===== config.mk =====
export PLATFORM = sky130hd
export DESIGN_NAME = sat_accum
export DESIGN_NICKNAME = d
export VERILOG_FILES = /design/src/rtl/sat_accum.sv
export SDC_FILE = /design/constraint.sdc
export NUM_CORES = 1
export LEC_CHECK = 0
export ABC_CLOCK_PERIOD_IN_PS = 5000
export CELL_PAD_IN_SITES_DETAIL_PLACEMENT = 1
export CELL_PAD_IN_SITES_GLOBAL_PLACEMENT = 1
export CORE_UTILIZATION = 44
export DETAILED_ROUTE_END_ITERATION = 10
export PLACE_DENSITY_LB_ADDON = 0.1
export SLEW_MARGIN = 40
export SYNTH_ARGS = -nofsm -noshare
export SYNTH_HDL_FRONTEND = slang
export SYNTH_SLANG_ARGS = --single-unit
export TNS_END_PERCENT = 50

===== constraint.sdc =====
create_clock -name i_clk -period 5 [get_ports i_clk]
set_input_delay 0.5 -clock i_clk [delete_from_list [all_inputs] [get_ports i_clk]]
set_output_delay 0.5 -clock i_clk [all_outputs]
set_load 0.02 [all_outputs]

===== src/rtl/sat_accum.sv =====
// sat_accum: multi-channel accumulator with per-op overflow detection, optional saturation and sticky flags
module sat_accum #(
  parameter int W = 16,
  parameter int LGNCH = 2,
  parameter int OPT_SATURATE = 1,
  parameter int OPT_SIGNED = 0
) (
  input  logic                    i_clk,
  input  logic                    i_reset,
  input  logic                    i_stb,
  input  logic [LGNCH-1:0]        i_chan,
  input  logic [2:0]              i_op,
  input  logic [W-1:0]            i_val,
  output logic                    o_valid,
  output logic [LGNCH-1:0]        o_chan,
  output logic [W-1:0]            o_acc,
  output logic                    o_ovfl,
  output logic [(1<<LGNCH)-1:0]   o_sticky
);
  localparam int NCH = 1 << LGNCH;
  logic [W-1:0] acc_q [NCH];
  logic [W-1:0] acc_d [NCH];
  logic [NCH-1:0] sticky_q, sticky_d;
  logic valid_q, valid_d, ovfl_q, ovfl_d;
  logic [LGNCH-1:0] chan_q, chan_d;
  logic [W-1:0] res_q, res_d;
  logic [W-1:0] cur, b, sat, nxt;
  logic [W:0] ea, eb, r;
  logic arith, up, ovf;
  always_comb begin
    cur = acc_q[i_chan];
    arith = i_op[2];
    up = ~i_op[0];
    b = i_op[1] ? W'(1) : i_val;
    ea = {OPT_SIGNED != 0 && cur[W-1], cur};
    eb = {OPT_SIGNED != 0 && b[W-1], b};
    r = up ? ea + eb : ea - eb;
    ovf = arith && (OPT_SIGNED != 0 ? r[W] ^ r[W-1] : r[W]);
    sat = OPT_SIGNED != 0 ? {r[W], {(W-1){~r[W]}}} : {W{up}};
    nxt = arith ? ((ovf && OPT_SATURATE != 0) ? sat : r[W-1:0]) :
          i_op == 3'd0 ? cur :
          i_op == 3'd1 ? '0 :
          i_op == 3'd2 ? '1 : i_val;
    acc_d = acc_q;
    sticky_d = sticky_q;
    if (i_stb) begin
      acc_d[i_chan] = nxt;
      sticky_d[i_chan] = i_op != 3'd1 && i_op != 3'd3 && (sticky_q[i_chan] || ovf);
    end
    valid_d = i_stb;
    chan_d = i_stb ? i_chan : chan_q;
    res_d = i_stb ? nxt : res_q;
    ovfl_d = i_stb ? ovf : ovfl_q;
  end
  always_ff @(posedge i_clk) begin
    if (i_reset) begin
      acc_q <= '{default: '0};
      sticky_q <= '0;
      valid_q <= 1'b0;
      chan_q <= '0;
      res_q <= '0;
      ovfl_q <= 1'b0;
    end else begin
      acc_q <= acc_d;
      sticky_q <= sticky_d;
      valid_q <= valid_d;
      chan_q <= chan_d;
      res_q <= res_d;
      ovfl_q <= ovfl_d;
    end
  end
  assign o_valid = valid_q;
  assign o_chan = chan_q;
  assign o_acc = res_q;
  assign o_ovfl = ovfl_q;
  assign o_sticky = sticky_q;
endmodule


; After elaboration in Yosys (flattened, before gate mapping)
; Cells that the tools add are included.
[op_classes]
addsub = 2
multipliers = 0
n_div = 0
order_cmp = 4
n_eq_ne = 4
shift = 0
n_mux = 18
n_bitwise = 2
reduce_logical = 7
[op_table]
columns = operator, count
row1 = two-way mux 16 bit, 9
row2 = bitwise mux 64 bit, 1
row3 = binary-select mux 16 bit (select 2 bit), 1
row4 = demux 16 bit (select 2 bit), 1
row5 = adder 16 x 16 -> 17 bit, 1
row6 = two-way mux 17 bit, 1
row7 = subtractor 16 x 16 -> 17 bit, 1
row8 = logical AND 1 bit, 5
row9 = bitwise mux 4 bit, 1
row10 = equality test 3 x 1 -> 1 bit (second input constant), 1
row11 = equality test 3 x 2 -> 1 bit (second input constant), 1
row12 = >= comparator 3 bit (second input constant), 1
row13 = logical NOT 3 bit, 1
row14 = < comparator 2 x 3 -> 1 bit (second input constant), 1
row15 = < comparator 3 x 1 -> 1 bit (second input constant), 1
row16 = inequality test 3 x 1 -> 1 bit (second input constant), 1
row17 = inequality test 3 x 2 -> 1 bit (second input constant), 1
row18 = inverter 2 -> 3 bit, 1
row19 = binary-select mux 1 bit (select 2 bit), 1
row20 = demux 1 bit (select 2 bit), 1
row21 = >= comparator 2 x 1 -> 1 bit (second input constant), 1
row22 = two-way mux 1 bit, 2
row23 = logical OR 1 bit, 1
row24 = inverter 1 bit, 1
[word_totals]
reg_bits = 88
latch_bits = 0
mem_bits_rw = 0
mem_bits_ro = 0
inputBits = 24
output_inout_bits = 24
word_cells = 46
mem_count = 0

; Logic depth before layout (Yosys ltp)
[logic_depth]
depth_word = 10
mapped_depth = 22
ltp_nobuf = 15

; Worst setup path after synthesis
; Ideal clock, no wire load.
[synth_timing]
path_kind = input port to flip-flop
from = in i_op[1]
to = reg res_q[1], in the netlist o_acc[1]
setup_time_ps = 135
t_arrival_ps = 4368
t_required_ps = 4865
setup_slack_ps = 497
stages = 20
n_path_buf = 6
path_cell_list = clkbuf_1 -> clkbuf_1 -> buf_1 -> inv_1 -> clkbuf_1 -> nand2_1 -> ha_1 -> or2_2 -> nand2_1 -> o311ai_0 -> ha_1 -> nand2_1 -> nor4_1 -> nor2_1 -> o31a_1 -> buf_6 -> mux2i_1 -> buf_4 -> o22ai_1 -> o22ai_1
[synth_between]
elab_chain_len = 6
elab_cells_between_ends = 13
classes_between = add/sub: 2 / eq/ne: 2 / mux: 7 / reduce/logical: 2
[synth_rtl]
columns = item, line
row1 = "start, declared", 12  ; input logic [2:0] i_op,
row2 = two-way mux 16 bit, 34  ; b = i_op[1] ? W'(1) : i_val;
row3 = adder 16 x 16 -> 17 bit or subtractor 16 x 16 -> 17 bit (tied branches), 37  ; r = up ? ea + eb : ea - eb;
row4 = two-way mux 17 bit, 37
row5 = logical AND 1 bit, 38  ; ovf = arith && (OPT_SIGNED != 0 ? r[W] ^ r[W-1] : r[W]);
row6 = two-way mux 16 bit, 40  ; nxt = arith ? ((ovf && OPT_SATURATE != 0) ? sat : r[W-1:0]) :
row7 = two-way mux 16 bit (*), 40
row8 = "end signal, assigned", 68  ; res_q <= res_d;
row9 = "end, declared", 26  ; logic [W-1:0] res_q, res_d;
; Mark *: on every way between the ends. The rest lies on a longest branch, timed or not.
; A chain may end at the register's enable or synchronous reset.

; Final worst setup path
[layout_timing]
from = in i_val[7]
to = reg acc_q[35] in the netlist's numbering
[layout_between]
elab_chain_len = 7
elab_cells_between_ends = 8
classes_between = add/sub: 2 / mux: 5 / reduce/logical: 1
[layout_rtl]
columns = item, line
row1 = "start, declared", 13  ; input logic [W-1:0] i_val,
row2 = two-way mux 16 bit (*), 34
row3 = adder 16 x 16 -> 17 bit or subtractor 16 x 16 -> 17 bit (tied branches), 37
row4 = two-way mux 17 bit (*), 37
row5 = logical AND 1 bit (*), 38
row6 = two-way mux 16 bit (*) (2 in a row), 40
row7 = bitwise mux 64 bit (*), 47  ; acc_d[i_chan] = nxt;
row8 = "end signal, assigned", 57  ; acc_q <= '{default: '0};
row9 = "end signal, assigned", 64  ; acc_q <= acc_d;
row10 = "end, declared", 21  ; logic [W-1:0] acc_q [NCH];
; Marked as above.

==> results by stage <==
Run status:
- The final reports fail on DRC.
- The flow ran to the end, but the final reports show violations.

Critical path:
- In this design, the stage delay of the slowest critical-path cell is roughly 0.50 ns.
- The critical-path cell with the highest stage delay is sky130_fd_sc_hd__clkdlybuf4s50_1.
- The arrival time at the worst endpoint is 4.85 ns.
- The number of buffers and inverters on the critical path is 4.
- Along the worst path, the maximum fanout reaches 11.
- The critical path goes through clkdlybuf4s50_1, or3_1, nor4_1, a21oi_1, nor3_2, inv_1, a21oi_1, o22a_1, ha_1, nand2_1, nor2_1, a221oi_1, o31a_2, mux2i_1, buf_4, o22ai_1, buf_4, o22ai_1.
- STA classifies the critical path endpoint as a register.
- The cell family contributing the most delay on the critical path is compound AO/OA/AOI/OAI gates.
- The critical path is of the in2reg type.
- The kind of start point of the critical path is a primary input.
- The data required time of the worst path is 5.26 ns.

Route:
- The routed via count is about 5300.
- The detailed-route wire length is ~17000 microns.
- The via density per instance is roughly 6.4.
- The count of routing violations after the opening detailed-route iteration is 412.
- The number of antenna-violating nets in the routed design is 0.
- After detailed routing, the number of remaining DRC violations is 7.
- In the final routed layout, each cell accounts on average for 20.8 microns.
- The first detailed-routing pass took 7 iterations.

Floorplanning:
- For this configuration, the core starts out at a cell density of 45.6%.
- In this run the count of I/O pins placed on the die edge is 48.
- The floorplan has 39 rows.
- The die covers 0.0124 sq mm.
- The core area is 0.0116 sq mm.
- The floorplan die height is roughly 110 microns.
- The die width is 111 microns.

STA:
- Setup repair after global routing left no endpoint under its margin.
- The pin slew with the least headroom to its limit is between 0.8 and 0.9 ns.
- The number of max-slew violations in the final report is 0.
- The count of endpoints failing setup in the final report is 0.
- The share of the clock period used by the worst path is 91.9%.
- Across all hold checks on the routed design, the worst slack comes to ~0.47 ns.
- The worst setup skew after layout is 0.00528 ns.
- The minimum clock period after layout is approximately 4.6 ns.
- The count of final hold-check violations was 0.
- The peak clock frequency supported by timing is 218 MHz.
- The total negative slack for setup checks is 0 ns.
- The remaining max-slew budget at the tightest pin is about 44%.

CTS:
- Counting every sink on the clock net gives 88.
- The worst-skew pair later-pin latency is 0.34 ns.
- The cell sitting at the root of the clock tree is a sky130_fd_sc_hd__clkbuf_16.
- The number of setup buffers added after CTS is 0.
- Clock-pin slew was measured on the worst setup and hold paths at about 0.06 ns.
- The number of resized instances in the post-cts repair step is 0.
- Counting the buffers created by CTS gives 9.
- The number of hold buffers added after CTS was 0.
- CTS built an H-tree with a depth of 3.
- TritonCTS built the clock tree.
- The number of buffers between clock root and the deepest sink is 2.

Synth:
- The number of library cell types mapped by synthesis is 66.
- The cell area after synthesis is 0.00527 sq mm.
- The number of flops mapped to enable cells by yosys is 0.
- The largest total area in the synthesized netlist belongs to sky130_fd_sc_hd__dfxtp_1.
- After technology mapping, the gate count stands at 642.
- The sequential area share after synthesis is 33.4%.
- After synthesis, the cell types taking the most area are sky130_fd_sc_hd__dfxtp_1 (33%), sky130_fd_sc_hd__mux4_2 (7.3%), sky130_fd_sc_hd__a21oi_1 (7.2%).
- Counting flops with an async set or reset pin after synthesis yields a share of 0%.
- The share of Yosys cell area claimed by the top area cell type is around a third.
- The number of storage elements in the synthesis netlist is 88.
- In the synthesized netlist the dominant register cell turns out to be sky130_fd_sc_hd__dfxtp_1.
- Yosys printed 0 warnings.
- Each instance of the synthesized netlist takes up on average ~8.2 sq um.
- The number of nets in the synthesized netlist is 684.

Global routing:
- The wire length of the first global-routing pass is about 28000 microns.
- The pin count of the biggest net entering global routing is 49.
- The number of antenna violations at the first check in global routing was 0.
- The number of global-route vias before repair came to between 5000 and 6000.
- After global routing the overflow that remains totals 0.
- The total global-route track usage is 28.4%.

Power:
- The worst IR drop on VDD is 214 uV.
- The total power is 1.92 mW.
- Power spread over the standard cell area amounts to 306 mW/mm^2.
- In this run the static leakage power is 2.41 nW.

Flow run:
- The number of maximum-capacitance violations is 0.

Hold path:
- The worst hold path belongs to the class reg2reg.

Placed design:
- The final RePlAce weighted congestion is between 0.9 and 1.
- The port buffer count is 47.
- Once detailed placement completed, the half-perimeter wirelength came to 12400 microns.
- After detailed placement, the total cell area comes to 0.00596 sq mm.

Final layout:
- The count of inserted antenna diode cells is 0.
- The layout has 1382 filler cells.
- The final instance area is 0.00626 sq mm.
- The post-layout net count is 722.
- In the layout the commonest cells are sky130_fd_sc_hd__dfxtp_1 (88), sky130_fd_sc_hd__a21oi_1 (76), sky130_fd_sc_hd__nor2_1 (70).
- The area overhead of the layout relative to synthesis is 18.7%.
- The ratio of cells with drive above 1 in the final layout is a little over an eighth.
- The most common cell after layout, fill and taps aside is sky130_fd_sc_hd__dfxtp_1.
path summary, 6_finish.rpt:
check / from / end / slack, ns / depth (start not counted)
setup / recovery: i_val[7] / acc_q[35] / 0.41 / 18
hold / removal: o_chan[1] / o_chan[1] / 0.47 / 2
setup reg to reg: acc_q[0] / acc_q[35] / 1.30 / 14
hold reg to reg: o_chan[1] / o_chan[1] / 0.47 / 2
synthesized netlist by cell type (5+ instances only):
| master | count |
|---|---|
| sky130_fd_sc_hd__dfxtp_1 | 88 |
| sky130_fd_sc_hd__a31oi_1 | 7 |
| sky130_fd_sc_hd__nor3_1 | 10 |
| sky130_fd_sc_hd__o21ai_0 | 62 |
| sky130_fd_sc_hd__clkbuf_1 | 40 |
| sky130_fd_sc_hd__o22ai_1 | 23 |
| sky130_fd_sc_hd__mux4_2 | 17 |
| sky130_fd_sc_hd__a311oi_1 | 7 |
| sky130_fd_sc_hd__nor4_1 | 5 |
| sky130_fd_sc_hd__a211oi_2 | 7 |
| sky130_fd_sc_hd__ha_1 | 17 |
| sky130_fd_sc_hd__nor2_1 | 70 |
| sky130_fd_sc_hd__a21oi_1 | 76 |
| sky130_fd_sc_hd__nand2_1 | 66 |
| sky130_fd_sc_hd__inv_1 | 8 |
| sky130_fd_sc_hd__and3_1 | 6 |
| sky130_fd_sc_hd__xnor2_1 | 10 |
| sky130_fd_sc_hd__nor2b_1 | 9 |
| sky130_fd_sc_hd__a21o_1 | 6 |
| sky130_fd_sc_hd__a211oi_1 | 10 |
| sky130_fd_sc_hd__o22ai_2 | 6 |
| sky130_fd_sc_hd__nand3_1 | 16 |
| sky130_fd_sc_hd__xor2_1 | 7 |
cells by family (layout without fill, tap and decap cells):
family | after synthesis | in the layout | share of synthesized area, %
buffers and inverters | 58 | 101 | 4.53
and+or+nand+nor | 200 | 200 | 17.1
muxes | 21 | 21 | 8.04
xor gates and xnor gates | 18 | 18 | 3.13
AOI/OAI and AO/OA | 239 | 239 | 29.4
DFF | 88 | 88 | 33.4
adders and majority gates | 18 | 18 | 4.41
flip-flops by register name, summed over array words and instances (netlist names):
register	flops
o_sticky	4
o_valid	1
o_chan	2
o_ovfl	1
acc_q	64
o_acc	16
cell type report:
type / count / area, sq um / share of cell area, %
timing repair buffer: 76 / 701 / 11.2
inverter: 9 / 33.8 / 0.540
tap: 143 / 179 / 2.86
clock buffer: 12 / 236 / 3.78
clock inverter: 4 / 45.0 / 0.720
multi-input combinational: 496 / 3300 / 52.8
sequential: 88 / 1760 / 28.1
per-layer routing:
layer | track usage (%) | wire, microns | vias to the layer above
met2 | 47.7 | 8270 | 151
met1 | 37.9 | 7750 | 2632
li1 | - | - | 2458
met5 | 0 | 0 | -
met4 | 11.6 | 371 | 0
met3 | 2.12 | 872 | 26
stage by stage:
step / utilization [%] / instances / setup slack, ns
2_1_floorplan: - / 642 / 0.497
3_3_place_gp: 51.5 / 812 / -0.156
3_5_place_dp: 51.5 / 812 / -0.254
4_1_cts: 53.9 / 828 / 0.0990
5_1_grt: 54.1 / 828 / 0.117
6_report: 54.1 / 828 / 0.406
worst min-delay path: stages (launching register included):
cell and delay (ns):
sky130_fd_sc_hd__dfxtp_1 0.31, sky130_fd_sc_hd__nand2_1 0.06, sky130_fd_sc_hd__a21oi_1 0.06
power breakdown:
group	total (mW)	switching (mW)	internal (mW)
Clock	0.650	0.265	0.385
Combinational	0.505	0.305	0.201
Sequential	0.761	0.0207	0.740
Total	1.92	0.590	1.33
Note: power is estimated with default switching activity, not from simulation.
